===== src/rtl/trigger_sequencer.sv =====
// Trigger sequencer: gates capture windows from edge-detector trigger pulses
// with an arm/delay/window/holdoff sequence, and keeps accepted/missed trigger stats.
module trigger_sequencer #(
  parameter int unsigned CNT_WIDTH  = 16,
  parameter int unsigned STAT_WIDTH = 16
) (
  input  logic                  clk,
  input  logic                  rst,
  input  logic                  trig_in,
  input  logic                  arm,
  input  logic                  abort,
  input  logic                  auto_rearm,
  input  logic [CNT_WIDTH-1:0]  delay_len,
  input  logic [CNT_WIDTH-1:0]  window_len,
  input  logic [CNT_WIDTH-1:0]  holdoff_len,
  output logic                  armed,
  output logic                  busy,
  output logic                  capture_en,
  output logic                  done,
  output logic [STAT_WIDTH-1:0] trig_count,
  output logic [STAT_WIDTH-1:0] missed_count
);

  typedef enum logic [2:0] {
    S_IDLE    = 3'd0,
    S_ARMED   = 3'd1,
    S_DELAY   = 3'd2,
    S_WINDOW  = 3'd3,
    S_HOLDOFF = 3'd4
  } state_e;

  state_e                state_q;
  logic [CNT_WIDTH-1:0]  cnt_q;
  logic [CNT_WIDTH-1:0]  win_q;
  logic [CNT_WIDTH-1:0]  hold_q;
  logic [CNT_WIDTH-1:0]  win_eff_c;
  logic                  armed_q;
  logic                  busy_q;
  logic                  capture_q;
  logic                  done_q;
  logic [STAT_WIDTH-1:0] trig_q;
  logic [STAT_WIDTH-1:0] trig_d;
  logic [STAT_WIDTH-1:0] missed_q;
  logic [STAT_WIDTH-1:0] missed_d;
  logic                  accept_c;
  logic                  miss_c;

  // Trigger classification and saturating statistics; abort suppresses both counts.
  always_comb begin
    accept_c  = !abort && trig_in && (state_q == S_ARMED);
    miss_c    = !abort && trig_in && (state_q != S_ARMED);
    win_eff_c = (window_len == '0) ? CNT_WIDTH'(1) : window_len;
    trig_d    = trig_q;
    missed_d  = missed_q;
    if (accept_c && (trig_q != '1)) begin
      trig_d = trig_q + STAT_WIDTH'(1);
    end
    if (miss_c && (missed_q != '1)) begin
      missed_d = missed_q + STAT_WIDTH'(1);
    end
  end

  // Sequencer FSM; outputs are registered alongside the state they describe.
  always_ff @(posedge clk) begin
    if (rst) begin
      state_q   <= S_IDLE;
      cnt_q     <= '0;
      win_q     <= '0;
      hold_q    <= '0;
      armed_q   <= 1'b0;
      busy_q    <= 1'b0;
      capture_q <= 1'b0;
      done_q    <= 1'b0;
      trig_q    <= '0;
      missed_q  <= '0;
    end else begin
      trig_q   <= trig_d;
      missed_q <= missed_d;
      done_q   <= 1'b0;
      if (abort) begin
        state_q   <= S_IDLE;
        armed_q   <= 1'b0;
        busy_q    <= 1'b0;
        capture_q <= 1'b0;
      end else begin
        case (state_q)
          S_IDLE: begin
            if (arm) begin
              state_q <= S_ARMED;
              armed_q <= 1'b1;
            end
          end
          S_ARMED: begin
            if (trig_in) begin
              win_q   <= win_eff_c;
              hold_q  <= holdoff_len;
              armed_q <= 1'b0;
              busy_q  <= 1'b1;
              if (delay_len != '0) begin
                state_q <= S_DELAY;
                cnt_q   <= delay_len;
              end else begin
                state_q   <= S_WINDOW;
                cnt_q     <= win_eff_c;
                capture_q <= 1'b1;
              end
            end
          end
          S_DELAY: begin
            if (cnt_q == CNT_WIDTH'(1)) begin
              state_q   <= S_WINDOW;
              cnt_q     <= win_q;
              capture_q <= 1'b1;
            end else begin
              cnt_q <= cnt_q - CNT_WIDTH'(1);
            end
          end
          S_WINDOW: begin
            if (cnt_q == CNT_WIDTH'(1)) begin
              capture_q <= 1'b0;
              done_q    <= 1'b1;
              if (hold_q != '0) begin
                state_q <= S_HOLDOFF;
                cnt_q   <= hold_q;
              end else begin
                state_q <= auto_rearm ? S_ARMED : S_IDLE;
                armed_q <= auto_rearm;
                busy_q  <= 1'b0;
              end
            end else begin
              cnt_q <= cnt_q - CNT_WIDTH'(1);
            end
          end
          S_HOLDOFF: begin
            if (cnt_q == CNT_WIDTH'(1)) begin
              state_q <= auto_rearm ? S_ARMED : S_IDLE;
              armed_q <= auto_rearm;
              busy_q  <= 1'b0;
            end else begin
              cnt_q <= cnt_q - CNT_WIDTH'(1);
            end
          end
          default: begin
            state_q   <= S_IDLE;
            armed_q   <= 1'b0;
            busy_q    <= 1'b0;
            capture_q <= 1'b0;
          end
        endcase
      end
    end
  end

  assign armed        = armed_q;
  assign busy         = busy_q;
  assign capture_en   = capture_q;
  assign done         = done_q;
  assign trig_count   = trig_q;
  assign missed_count = missed_q;

endmodule


===== config.mk =====
export PLATFORM = sky130hd
export DESIGN_NAME = trigger_sequencer
export DESIGN_NICKNAME = d
export VERILOG_FILES = /design/src/rtl/trigger_sequencer.sv
export SDC_FILE = /design/constraint.sdc
export NUM_CORES = 1
export LEC_CHECK = 0
export BUFFER_PORTS_ARGS = -buffer_cell sky130_fd_sc_hd__buf_4
export CAP_MARGIN = 20
export CORE_ASPECT_RATIO = 0.7
export CORE_MARGIN = 2
export CORE_UTILIZATION = 40
export DETAILED_ROUTE_END_ITERATION = 6
export HOLD_SLACK_MARGIN = 0.02
export REMOVE_ABC_BUFFERS = 1
export SKIP_CTS_REPAIR_TIMING = 1
export SYNTH_ARGS = -nofsm -noshare
export SYNTH_HDL_FRONTEND = slang
export SYNTH_SLANG_ARGS = --single-unit

===== constraint.sdc =====
create_clock -name clk -period 6.1 [get_ports clk]
set_input_delay 0.61 -clock clk [delete_from_list [all_inputs] [get_ports clk]]
set_output_delay 0.61 -clock clk [all_outputs]
set_load 0.1 [all_outputs]

==> metrics <==
netlist area before placement 4680 sq um; cell leakage power about 2.1 nW; post-route setup slack 3.20 ns; number of flip-flops and latches in the synthesized netlist slightly below 90; classification of the worst-slack hold path register to register; Fin Hold WS 0.457 ns; share of total power consumed by net switching between 20% and 30%; switching power 0.331 mW; Met2 Wirelength 5940 um; post-placement cell area 5390 sq um; primary flip-flop cell chosen by synthesis mapping sky130_fd_sc_hd__dfxtp_1; number of enable flip-flop cells after synthesis 0; uppermost signal routing layer after detailed routing met4; clock share of power 41.7%; row count 33; unrepaired setup endpoints after global routing no; met3 layer wire length in the routed design approximately 1200 um; slew margin rel. between 30% and 40%; portion of the post-synthesis area used by sequential elements 37.2%; clock tree from TritonCTS built; final antenna diode count 0; most common cell after layout, fill and taps aside sky130_fd_sc_hd__buf_4; Worst Setup End Kind register; register cell area after layout around 1700 sq um; post-CTS clock slew at the launch and capture registers of the worst setup and hold paths 0.07 ns; sequential fraction of design power 47.2%; Area Growth Syn to Fin 20.9%; number of remaining DRC errors 0; count of cells along the worst register-to-register path 7; post-layout min period 2.90 ns; total of warnings raised by yosys 0; synthesized instance count 583; Routed WL 13,800 um; via count of the first global-routing pass roughly 4.4k; grt total ovfl 0; Overall Global Routing Usage 22.3%; Tcrit/Tclk final ~48%; FMAX 0.345 GHz; Top Ports 90; maximum clock insertion buffer count 2; clock insertion delay at the later pin of the skew report 0.35 ns; result of the run finished, final reports clean; via density per instance 5.73; Data required, critical path around 6.3 ns; worst setup slack after placement 3.34 ns; Max rail drop VDD 0.161 mV; Avg Inst Size Synth 8.03 sq um; share of final-layout standard cells stronger than drive strength 1 19.6%; type of element launching the critical path register; Slowest Stage Delay on Critical Path 0.69 ns; die span in y 94.5 um; DRT antenna net count 0; final non-filler cell total ~820; maximum capacitance violations 0; CTS HTree Levels 3; combinational fraction of design power 11.1%; top library cells by usage in the layout, fill and taps aside 93 x sky130_fd_sc_hd__buf_4, 91 x sky130_fd_sc_hd__nand2_1, 87 x sky130_fd_sc_hd__dfxtp_1, 62 x sky130_fd_sc_hd__nor2_1, 57 x sky130_fd_sc_hd__a21oi_1; internal power consumption 0.907 mW; worst reg2reg setup slack 3.20 ns; worst setup skew after layout 0.00791 ns; total half-perimeter wirelength after legalization and detailed placement 9940 um; Placeable Area 11,600 sq um; weighted congestion reported at the end of routability-driven placement 0.979; # setup viols final 0; cell-by-cell trace of the critical path ha_1 > nor4b_1 > nand4_1 > a21oi_1 > nor2_1 > a211oi_1 > o32ai_1; Worst EP arrival 3.09 ns; total negative setup slack 0 ns; endpoint of the worst register-to-register path cnt_q[15]; Num CTS Buffers 9; die area roughly 13,000 sq um; overall die width 133 um; crit path to cnt_q[15]; Reg2Reg Launch Point cnt_q[0]; count of final max-slew check failures 0; Pwr Density 219 nW/um^2; routed len/inst around 17 um; post-route cell area 5660 sq um; share of synthesized flip-flops with an asynchronous set or reset 0%; number of distinct library cell variants in the gate-level netlist after synthesis 67; final hold violations 0; fill cell instance count of the final layout 1,179; wire length of the first global-routing pass 22,400 um; final layout net count a little over 700; antenna violations before repair 0; Buffers on Ports 89; root buffer cell sky130_fd_sc_hd__clkbuf_16; Max stage delay cell, worst path sky130_fd_sc_hd__a21oi_1; number of iterations in the first detailed-routing pass 5; routed via count between 4k and 5k; detailed-route wire length on metal 1 6380 um; Tightest Pin Transition between 0.9 and 1 ns; first element of the critical path cnt_q[0]; pin count of the biggest net entering global routing 84; number of placed instances with taps included 799; worst-path fanout max 8; area of combinational cells with multiple inputs about 2700 sq um; Initial Util 40.5%; clock tree sinks 87; initial detailed-routing violation count 582; critical path class register to register
[through the flow]
step           power, mW  utilization (%)
6_report            1.24             48.9
4_1_cts             1.25             48.9
3_3_place_gp       0.732             46.6
5_1_grt             1.28             48.9
3_5_place_dp       0.732             46.6
2_1_floorplan      0.664                -
[registers in the layout, indices dropped and copies added, names as in the netlist]
| signal | count |
|---|---|
| busy | 1 |
| done | 1 |
| cnt_q | 16 |
| armed | 1 |
| capture_en | 1 |
| hold_q | 16 |
| missed_count | 16 |
| state_q | 3 |
| trig_count | 16 |
| win_q | 16 |
[worst min-delay path by stage]
stage | start | to | slack [ns] | depth (start not counted)
final | win_q[4] | win_q[4] | 0.46 | 2
after detailed placement | win_q[1] | win_q[1] | 0.45 | 2
after CTS | win_q[1] | win_q[1] | 0.46 | 2
after global placement | win_q[1] | win_q[1] | 0.44 | 2
after global routing | win_q[13] | win_q[13] | 0.47 | 2
after floorplan | win_q[2] | win_q[2] | 0.43 | 2
[per-layer routing]
metal,vias up,GRT usage (%)
met5,-,0
met4,0,7.27
li1,2263,-
met3,34,5.80
met2,221,33.5
met1,2156,31.1
[synthesized netlist by cell type (4+ instances only)]
| cell type | number | share of area, % |
|---|---|---|
| sky130_fd_sc_hd__ha_1 | 4 | 1.1 |
| sky130_fd_sc_hd__and4_1 | 6 | 1.1 |
| sky130_fd_sc_hd__nand3_1 | 25 | 2.7 |
| sky130_fd_sc_hd__a21oi_1 | 57 | 6.1 |
| sky130_fd_sc_hd__o32ai_1 | 10 | 1.9 |
| sky130_fd_sc_hd__or3_1 | 4 | 0.53 |
| sky130_fd_sc_hd__nand2_1 | 91 | 7.3 |
| sky130_fd_sc_hd__inv_1 | 14 | 1.1 |
| sky130_fd_sc_hd__buf_2 | 6 | 0.64 |
| sky130_fd_sc_hd__nor4_1 | 11 | 1.5 |
| sky130_fd_sc_hd__or4_1 | 6 | 0.96 |
| sky130_fd_sc_hd__xor2_1 | 25 | 4.7 |
| sky130_fd_sc_hd__nor3_1 | 9 | 0.96 |
| sky130_fd_sc_hd__mux2i_1 | 11 | 2.4 |
| sky130_fd_sc_hd__o21ai_0 | 9 | 0.96 |
| sky130_fd_sc_hd__and3_1 | 13 | 1.7 |
| sky130_fd_sc_hd__dfxtp_1 | 87 | 37 |
| sky130_fd_sc_hd__a31oi_1 | 6 | 0.80 |
| sky130_fd_sc_hd__a211oi_1 | 9 | 1.4 |
| sky130_fd_sc_hd__clkbuf_1 | 21 | 1.7 |
| sky130_fd_sc_hd__xnor2_1 | 5 | 0.94 |
| sky130_fd_sc_hd__nand4_1 | 17 | 2.3 |
| sky130_fd_sc_hd__nor2_1 | 62 | 5.0 |
[layout make-up]
type / count / share of cell area (%)
tap: 157 / 3.47
clock buffer: 10 / 4.05
timing repair buffer: 93 / 12.3
multi-input combinational: 448 / 47.7
inverter: 14 / 0.929
clock inverter: 6 / 0.774
sequential: 87 / 30.8
[logic make-up (layout without fill, tap and decap cells)]
kind of cell / Yosys count / after routing / share of synthesized area, %
buffers and inverters: 48 / 123 / 5.32
and+or+nand+nor: 276 / 276 / 30.2
xor gates and xnor gates: 30 / 30 / 5.61
AOI/OAI and AO/OA: 127 / 127 / 18.3
DFF: 87 / 87 / 37.2
adders and majority gates: 4 / 4 / 1.07
muxes: 11 / 11 / 2.35
[worst max-delay path: cells and delay by family, from the launching register on]
| kind | cells | cell delay, ns |
|---|---|---|
| compound gates | 3 | 1.19 |
| fa+ha+maj | 1 | 0.20 |
| flops | 1 | 0.42 |
| simple gates | 3 | 0.93 |
[power by group through the flow]
stage          logic (mW)  clock network (mW)  registers [mW]
3_5_place_dp        0.135                   0           0.597
3_3_place_gp        0.136                   0           0.596
4_1_cts             0.136               0.529           0.584
6_report            0.138               0.517           0.584
2_1_floorplan      0.0563                   0           0.608
5_1_grt             0.149               0.552           0.585
No activity file was read; power rests on OpenSTA's default activity.
